## config.mk

```make
export PLATFORM = sky130hd
export DESIGN_NAME = bullcow_display
export DESIGN_NICKNAME = d
export VERILOG_FILES = /design/src/rtl/bullcow_display.sv
export SDC_FILE = /design/constraint.sdc
export NUM_CORES = 1
export LEC_CHECK = 0
export BUFFER_PORTS_ARGS = -buffer_cell sky130_fd_sc_hd__buf_4
export CAP_MARGIN = 20
export CORE_MARGIN = 4
export CORE_UTILIZATION = 40
export CTS_CLUSTER_DIAMETER = 40
export DETAILED_ROUTE_END_ITERATION = 10
export GPL_TIMING_DRIVEN = 0
export HOLD_SLACK_MARGIN = 0.06
export SLEW_MARGIN = 20
export SYNTH_ARGS = -nofsm -noshare
export SYNTH_HDL_FRONTEND = slang
export SYNTH_SLANG_ARGS = --single-unit
export TNS_END_PERCENT = 100
```

## constraint.sdc

```tcl
create_clock -name clock -period 3.5 [get_ports clock]
set_input_delay 0.175 -clock clock [delete_from_list [all_inputs] [get_ports clock]]
set_output_delay 0.175 -clock clock [all_outputs]
set_load 0.03 [all_outputs]
```

## src/rtl/bullcow_display.sv

```systemverilog
// Seven-segment display stage for the Bulls-and-Cows core: captures game state,
// converts win counters to BCD by double-dabble and scans eight digits.
module bullcow_display #(
  parameter int REFRESH_DIV  = 100000,
  parameter int BLINK_FRAMES = 64
) (
  input  logic       clock,
  input  logic       reset,
  input  logic       update,
  input  logic [2:0] mode,
  input  logic [2:0] bulls,
  input  logic [2:0] cows,
  input  logic [7:0] points_j1,
  input  logic [7:0] points_j2,
  input  logic       winner,
  output logic       busy,
  output logic [7:0] an,
  output logic [7:0] cat
);

  localparam int RW = $clog2(REFRESH_DIV);
  localparam int FW = $clog2(BLINK_FRAMES + 1);

  localparam logic [7:0] G_J     = 8'hE1;
  localparam logic [7:0] G_B     = 8'h83;
  localparam logic [7:0] G_C     = 8'hC6;
  localparam logic [7:0] G_E     = 8'h86;
  localparam logic [7:0] G_DASH  = 8'hBF;
  localparam logic [7:0] G_BLANK = 8'hFF;

  function automatic logic [7:0] seg(input logic [3:0] d);
    logic [7:0] g;
    case (d)
      4'd0:    g = 8'hC0;
      4'd1:    g = 8'hF9;
      4'd2:    g = 8'hA4;
      4'd3:    g = 8'hB0;
      4'd4:    g = 8'h99;
      4'd5:    g = 8'h92;
      4'd6:    g = 8'h82;
      4'd7:    g = 8'hF8;
      4'd8:    g = 8'h80;
      4'd9:    g = 8'h90;
      default: g = G_BLANK;
    endcase
    return g;
  endfunction

  function automatic logic [7:0] count_glyph(input logic [2:0] v);
    return (v > 3'd4) ? G_E : seg({1'b0, v});
  endfunction

  // One double-dabble step on {bcd[11:0], binary[7:0]}: adjust nibbles, then shift.
  function automatic logic [19:0] dabble(input logic [19:0] s);
    logic [19:0] t;
    t = s;
    for (int n = 0; n < 3; n++) begin
      if (t[8 + 4*n +: 4] >= 4'd5) t[8 + 4*n +: 4] = t[8 + 4*n +: 4] + 4'd3;
    end
    return {t[18:0], 1'b0};
  endfunction

  // Game-state shadows
  logic [2:0] mode_reg, bulls_reg, cows_reg;
  logic       winner_reg;
  logic [2:0] mode_eff, bulls_eff, cows_eff;
  logic       winner_eff;

  always_ff @(posedge clock or posedge reset) begin
    if (reset) begin
      mode_reg   <= 3'd0;
      bulls_reg  <= 3'd0;
      cows_reg   <= 3'd0;
      winner_reg <= 1'b0;
    end else if (update) begin
      mode_reg   <= mode;
      bulls_reg  <= bulls;
      cows_reg   <= cows;
      winner_reg <= winner;
    end
  end

  // A strobe coinciding with an output update shows the new content on that same edge.
  assign mode_eff   = update ? mode   : mode_reg;
  assign bulls_eff  = update ? bulls  : bulls_reg;
  assign cows_eff   = update ? cows   : cows_reg;
  assign winner_eff = update ? winner : winner_reg;

  // BCD converter, both players in lockstep
  logic [7:0]  points [2];
  logic [19:0] shift_reg [2];
  logic [19:0] shift_next [2];
  logic [11:0] bcd_reg [2];
  logic [2:0]  step_reg;

  assign points[0] = points_j1;
  assign points[1] = points_j2;

  always_ff @(posedge clock or posedge reset) begin
    if (reset) begin
      busy     <= 1'b0;
      step_reg <= 3'd0;
      for (int p = 0; p < 2; p++) begin
        shift_reg[p] <= 20'd0;
        bcd_reg[p]   <= 12'd0;
      end
    end else if (update) begin
      busy     <= 1'b1;
      step_reg <= 3'd0;
      for (int p = 0; p < 2; p++) shift_reg[p] <= {12'd0, points[p]};
    end else if (busy) begin
      step_reg <= step_reg + 3'd1;
      for (int p = 0; p < 2; p++) shift_reg[p] <= shift_next[p];
      if (step_reg == 3'd7) begin
        busy <= 1'b0;
        for (int p = 0; p < 2; p++) bcd_reg[p] <= shift_next[p][19:8];
      end
    end
  end

  // Scan timing
  logic [RW-1:0] refresh_reg;
  logic [2:0]    digit_idx;
  logic [FW-1:0] frame_reg;
  logic          blink_on;

  always_ff @(posedge clock or posedge reset) begin
    if (reset) begin
      refresh_reg <= '0;
      digit_idx   <= 3'd0;
      frame_reg   <= '0;
      blink_on    <= 1'b1;
    end else if (refresh_reg == RW'(REFRESH_DIV - 1)) begin
      refresh_reg <= '0;
      digit_idx   <= digit_idx + 3'd1;
      if (digit_idx == 3'd7) begin
        if (frame_reg == FW'(BLINK_FRAMES - 1)) begin
          frame_reg <= '0;
          blink_on  <= ~blink_on;
        end else begin
          frame_reg <= frame_reg + 1'b1;
        end
      end
    end else begin
      refresh_reg <= refresh_reg + 1'b1;
    end
  end

  // Per-player score glyphs {hundreds, tens, ones} with leading-zero and blink blanking
  logic [23:0] score_glyph [2];
  genvar gi;
  generate
    for (gi = 0; gi < 2; gi++) begin : g_player
      logic [3:0] hund, tens, ones;
      logic       hidden;
      assign shift_next[gi] = dabble(shift_reg[gi]);
      assign hund   = bcd_reg[gi][11:8];
      assign tens   = bcd_reg[gi][7:4];
      assign ones   = bcd_reg[gi][3:0];
      assign hidden = (winner_eff == 1'(gi)) && !blink_on;
      assign score_glyph[gi] = hidden ? {3{G_BLANK}} :
        {(hund == 4'd0) ? G_BLANK : seg(hund),
         (hund == 4'd0 && tens == 4'd0) ? G_BLANK : seg(tens),
         seg(ones)};
    end
  endgenerate

  logic [7:0] glyph;

  always_comb begin
    glyph = G_DASH;
    case (mode_eff)
      3'b000, 3'b001: begin
        case (digit_idx)
          3'd7:       glyph = G_J;
          3'd6:       glyph = mode_eff[0] ? seg(4'd2) : seg(4'd1);
          3'd5, 3'd4: glyph = G_BLANK;
          default:    glyph = G_DASH;
        endcase
      end
      3'b010, 3'b011: begin
        case (digit_idx)
          3'd7:       glyph = G_J;
          3'd6:       glyph = mode_eff[0] ? seg(4'd2) : seg(4'd1);
          3'd5, 3'd4: glyph = G_BLANK;
          3'd3:       glyph = count_glyph(bulls_eff);
          3'd2:       glyph = G_B;
          3'd1:       glyph = count_glyph(cows_eff);
          default:    glyph = G_C;
        endcase
      end
      3'b111: begin
        case (digit_idx)
          3'd7:       glyph = score_glyph[0][23:16];
          3'd6:       glyph = score_glyph[0][15:8];
          3'd5:       glyph = score_glyph[0][7:0];
          3'd4, 3'd3: glyph = G_BLANK;
          3'd2:       glyph = score_glyph[1][23:16];
          3'd1:       glyph = score_glyph[1][15:8];
          default:    glyph = score_glyph[1][7:0];
        endcase
      end
      default: glyph = G_DASH;
    endcase
  end

  always_ff @(posedge clock or posedge reset) begin
    if (reset) begin
      an  <= 8'hFF;
      cat <= 8'hFF;
    end else begin
      an  <= ~(8'd1 << digit_idx);
      cat <= glyph;
    end
  end

endmodule
```

==> flow_metrics.env, run 1 <==
export IMPL_vdd_drop_max_v=0.000317
export IMPL_hold_viol_final=0
export IMPL_fmax_mhz=376
export IMPL_final_antenna_net_count=0
export IMPL_h_tree_depth=4
export IMPL_ys_types=71
export IMPL_initial_core_util_pct=41.2
export IMPL_grt_pass1_vias=5757
export IMPL_nNetsFinal=975
export IMPL_ys_ff_latch=121
export IMPL_route_vias_total=5929
export IMPL_coreArea_mm2=0.0181
export IMPL_ys_warn_count=0
export IMPL_antenna_found_initial=0
export IMPL_io_pins=46
export IMPL_finalClockSkew_ps=8.74
export IMPL_diodes=0
export IMPL_setup_violations=0
export IMPL_drive_gt1_share_pct=12.9
export IMPL_insertion_delay_ps=420
export IMPL_seqCellArea_mm2=0.00305
export IMPL_maxSlewViolCount=0
export IMPL_crit_fanout=8
export IMPL_power_density_mw_per_mm2=414
export IMPL_clk_pin_slew_ps=60
export IMPL_grt_pass1_wl_um=28500
export IMPL_start_kind="flip-flop"
export IMPL_grt_start_max_net_pins=74
export IMPL_dp_hpwl_um=12500
export IMPL_gp_congestion=0.866
export IMPL_drt_iter0_markers=314
export IMPL_area_delta_synth_final_pct=19.1
export IMPL_cts_tree="done"
export IMPL_final_area_mm2=0.00890
export IMPL_die_area_mm2=0.0209
export IMPL_viasPerCell=5.27
export IMPL_critical_path_class="reg -> reg"
export IMPL_root_buffer="clkbuf_16"
export IMPL_critPathRequiredTime_ps=3840
export IMPL_period_needed_ps=2660
export IMPL_leakage_nw=4.09
export IMPL_die_h_um=145
export IMPL_avgSynthCellArea_um2=9.31
export IMPL_power_w=0.00368
export IMPL_fp_dieW_um=145
export IMPL_multi_input_area_mm2=0.00407
export IMPL_gr_usage_all_layers_pct=17.1
export IMPL_syn_instance_count=803
export IMPL_wl_per_cell_um=15.1
export IMPL_async_flop_share_pct=100
export IMPL_placementRows=49
export IMPL_place_area_mm2=0.00811
export IMPL_grt_overflow_total=0
export IMPL_numCtsBuffers=17
export IMPL_end_kind="flip-flop"
export IMPL_clockBufferDepth=2
export IMPL_arrival_ps=3000
export IMPL_finalCritPeriodShare_pct=76.0
export IMPL_syn_area_mm2=0.00747
export IMPL_rsz0062_at_grt="no"
export IMPL_place_ws_ps=841
export IMPL_hp_class="in -> reg"
export IMPL_dr_pass1_iters=4
export IMPL_tightest_slew_ps=736
export IMPL_synth_edf_count=0
export IMPL_max_cap_violations=0
export IMPL_postRouteWirelength_um=17000
export IMPL_synth_net_count=894
export IMPL_place_port_buffers=43
export IMPL_synth_largest_area_cell="dfrtp_1"
export IMPL_drc=0
export IMPL_post_synth_top_area_fraction_pct=35.2
export IMPL_yosysSeqAreaShare_pct=40.8
export IMPL_clock_sinks=121
export IMPL_slew_headroom_pct=50.9
export IMPL_nFillCells=1743
export IMPL_outcome="completed"
export IMPL_post_cts_buffers=0
export IMPL_timing_final_ws_setup_ps=842
export IMPL_postLayoutCoreUtil_pct=49.0
export IMPL_synth_area_leaders="dfrtp_1, ha_1, dfstp_2"
export IMPL_synth_ff_type="dfrtp_1"
path summary, 6_finish.rpt:
check | from | to | slack, ps | cells after the start
setup / recovery | digit_idx[0] | cat[5] | 840 | 9
setup reg to reg | digit_idx[0] | cat[5] | 840 | 9
max in group asynchronous | reset | cat[1] | 2430 | 4
hold reg to reg | refresh_reg[14] | refresh_reg[14] | 490 | 1
hold / removal | mode[2] | mode_reg[2] | 90 | 3
min in group asynchronous | reset | refresh_reg[13] | 340 | 3
metal layers:
layer	share of wire, %	track usage (%)	wire [um]
met1	48	23.0	8230
met2	46	26.9	7850
met5	0	0	0
met3	3.7	4.50	626
met4	2.0	5.40	335
critical path, cell delays in order (launching register included):
cell	delay (ps)
dfrtp_1	400
ha_1	230
ha_1	170
clkbuf_1	200
inv_1	190
nor2_1	100
a22oi_1	190
o311ai_0	160
or4b_1	560
a311o_1	390
layout by cell type, fill, tap and decap left out, types with 9 or more instances in the layout:
cell,n
dfrtp_1,105
o21ai_0,76
nand2_1,71
ha_1,62
nor2_1,53
a21oi_1,50
inv_1,48
buf_4,44
mux2i_1,42
clkbuf_1,31
nand3_1,22
dlygate4sd3_1,18
nand2b_1,17
xnor2_1,17
clkbuf_16,17
dfstp_2,16
xor2_1,14
mux2_2,12
nor3_1,11
nor2b_1,11
a21o_1,9
o21ai_1,9
final cells by class:
type,count,area share [%]
inverter,53,2.29
multi-input combinational,591,45.7
clock inverter,14,1.95
sequential,121,34.3
clock buffer,18,4.82
tap,229,3.22
timing repair buffer,62,5.96
buffer,38,1.76
where the power goes:
group          switching [W]  total [W]  internal [W]
registers          0.0000390    0.00150       0.00147
clock network       0.000656    0.00178       0.00112
logic               0.000238   0.000403      0.000165
total               0.000933    0.00368       0.00275
logic make-up (layout without fill, tap and decap cells):
group | Yosys count | after routing | share of synthesized area (%)
fa+ha+maj | 62 | 62 | 10.4
compound gates | 211 | 211 | 17.3
buf+inv | 91 | 185 | 4.76
flops | 121 | 121 | 40.8
simple gates | 228 | 228 | 15.0
other cells | 1 | 1 | 0.0502
xor+xnor | 31 | 31 | 3.63
mux | 58 | 58 | 8.09
repair_timing:
action,in CTS,in global routing
gates resized for setup,0,0
hold buffers,18,0
setup endpoints to repair,0,0
hold endpoints to repair,53,0
Yosys cell counts (11+ instances only):
| cell type | n |
|---|---|
| mux2_2 | 12 |
| xnor2_1 | 17 |
| nand2_1 | 71 |
| nor2_1 | 53 |
| clkbuf_1 | 30 |
| o21ai_0 | 76 |
| dfrtp_1 | 105 |
| inv_1 | 49 |
| nor3_1 | 11 |
| nor2b_1 | 11 |
| dfstp_2 | 16 |
| xor2_1 | 14 |
| ha_1 | 62 |
| nand3_1 | 22 |
| a21oi_1 | 50 |
| mux2i_1 | 42 |
| nand2b_1 | 17 |
per-stage QoR:
step	cells	TNS [ps]	hold slack, ps
6_report	1126	0	89.7
4_1_cts	1126	0	71.9
3_3_place_gp	1075	-144130	382
5_1_grt	1126	0	78.6
3_5_place_dp	1076	0	242
2_1_floorplan	803	0	296
(Power assumes the default switching activity.)
==> run 2: changes to the inputs <==
- clock period: 3.5 -> 2.6 ns (I/O delays scaled with it)
==> run 2 against run 1 <==
Combinational power rose by 40%. Sequential power rose by 35%. Worst hold slack got worse by 7.1 ps.
==> flow_metrics.env, run 2 (synthesized netlist as in run 1, its figures left out) <==
export IMPL_numCtsBuffers=17
export IMPL_postRouteWirelength_um=17000
export IMPL_maxSlewViolCount=0
export IMPL_vdd_drop_max_v=0.000372
export IMPL_drc=0
export IMPL_hp_class="in -> reg"
export IMPL_period_needed_ps=2490
export IMPL_viasPerCell=5.23
export IMPL_wl_per_cell_um=15.0
export IMPL_dp_hpwl_um=12600
export IMPL_drive_gt1_share_pct=14.5
export IMPL_finalCritPeriodShare_pct=95.8
export IMPL_nFillCells=1715
export IMPL_critPathRequiredTime_ps=2940
export IMPL_cpMaxStageDelayCell="or4b_1"
export IMPL_place_port_buffers=43
export IMPL_die_area_mm2=0.0209
export IMPL_area_delta_synth_final_pct=21.1
export IMPL_final_common_cell="dfrtp_1"
export IMPL_cp_common_cell="inv_1"
export IMPL_path_cells="inv_1 -> ha_1 -> inv_1 -> o31ai_1 -> o21ai_1 -> o311ai_0 -> or4b_1 -> a311o_1"
export IMPL_hold_viol_final=0
export IMPL_grt_start_max_net_pins=33
export IMPL_gr_usage_all_layers_pct=17.1
export IMPL_fin_tns_setup_ps=0
export IMPL_gp_congestion=0.864
export IMPL_diodes=0
export IMPL_nNetsFinal=984
export IMPL_grt_pass1_vias=5780
export IMPL_insertion_delay_ps=420
export IMPL_dr_pass1_iters=7
export IMPL_initial_core_util_pct=41.2
export IMPL_critical_path_class="reg -> reg"
export IMPL_place_area_mm2=0.00817
export IMPL_start_kind="flip-flop"
export IMPL_layout_common_cells="dfrtp_1, o21ai_0, nand2_1"
export IMPL_power_density_mw_per_mm2=559
export IMPL_clockBufferDepth=2
export IMPL_leakage_nw=4.14
export IMPL_clock_sinks=121
export IMPL_antenna_found_initial=0
export IMPL_critPathBufInv=2
export IMPL_finalClockSkew_ps=8.40
export IMPL_drt_iter0_markers=316
export IMPL_max_cap_violations=0
export IMPL_outcome="completed"
export IMPL_coreArea_mm2=0.0181
export IMPL_end_kind="flip-flop"
export IMPL_power_w=0.00506
export IMPL_slew_headroom_pct=53.2
export IMPL_die_h_um=145
export IMPL_final_area_mm2=0.00905
export IMPL_io_pins=46
export IMPL_placementRows=49
export IMPL_route_vias_total=5932
export IMPL_cts_tree="done"
export IMPL_root_buffer="clkbuf_16"
export IMPL_fp_dieW_um=145
export IMPL_critPathTopFamily="compound AO/OA/AOI/OAI gates"
export IMPL_critical_path_max_stage_delay_ps=550
export IMPL_crit_fanout=6
export IMPL_fmax_mhz=401
export IMPL_setup_violations=0
export IMPL_grt_pass1_wl_um=28600
export IMPL_final_antenna_net_count=0
export IMPL_tightest_slew_ps=701
export IMPL_h_tree_depth=4
export IMPL_grt_overflow_total=0
export IMPL_arrival_ps=2830
export IMPL_clk_pin_slew_ps=60
## run 2: through the flow
step / std cells / util [%] / setup slack [ps] / hold WS [ps]
6_report: 1135 / 49.8 / 108 / 82.7
4_1_cts: 1131 / 49.6 / 12.0 / 69.5
3_5_place_dp: 1079 / 45.0 / -42.1 / 231
2_1_floorplan: 803 / - / 296 / 251
5_1_grt: 1135 / 49.8 / -7.38 / 94.8
3_3_place_gp: 1075 / 44.6 / -58.2 / 338
## run 2: final cells by class
| cell class | instances | area [um^2] | area share [%] |
|---|---|---|---|
| multi-input combinational | 591 | 4080 | 45.1 |
| sequential | 121 | 3050 | 33.7 |
| timing repair buffer | 72 | 651 | 7.19 |
| clock buffer | 20 | 457 | 5.05 |
| tap | 229 | 287 | 3.17 |
| inverter | 53 | 203 | 2.24 |
| clock inverter | 12 | 164 | 1.81 |
| buffer | 37 | 153 | 1.69 |
## run 2: timing repair
item,CTS,global route
hold buffers,21,0
setup buffers,0,4
resized for setup,1,9
pin swaps,0,2
hold endpoints to repair,36,0
setup endpoints to repair,1,4
## run 2: worst reg2reg max path: cells and delay by family (launching register included)
kind	cells	cell delay (ps)
AO/OA/AOI/OAI	4	920
AND/OR/NAND/NOR	1	550
flip-flops	1	450
adder cells (fa/ha/maj)	1	290
buffers and inverters	2	200
## run 2: report_power, final
part	internal (W)	leakage, nW	switching (W)
Combinational	0.000237	2.30	0.000326
Clock	0.00157	0.290	0.000900
Sequential	0.00197	1.55	0.0000516
## run 2: routing by layer
layer | GRT usage (%) | up-vias | wire (um)
met1 | 23.3 | 2808 | 8380
met4 | 5.84 | 0 | 308
met5 | 0 | - | 0
li1 | - | 3001 | -
met2 | 27.1 | 96 | 7800
met3 | 3.58 | 27 | 534
## run 2: worst paths after layout
check	cells after the start	end	start	slack (ps)
max reg2reg	8	cat[5]	bcd_reg[20]	110
min	2	bulls_reg[2]	bulls[2]	80
max in group asynchronous	5	bcd_reg[8]	reset	1510
min reg2reg	1	frame_reg[6]	frame_reg[6]	490
min in group asynchronous	3	cows_reg[0]	reset	330
max	8	cat[5]	bcd_reg[20]	110
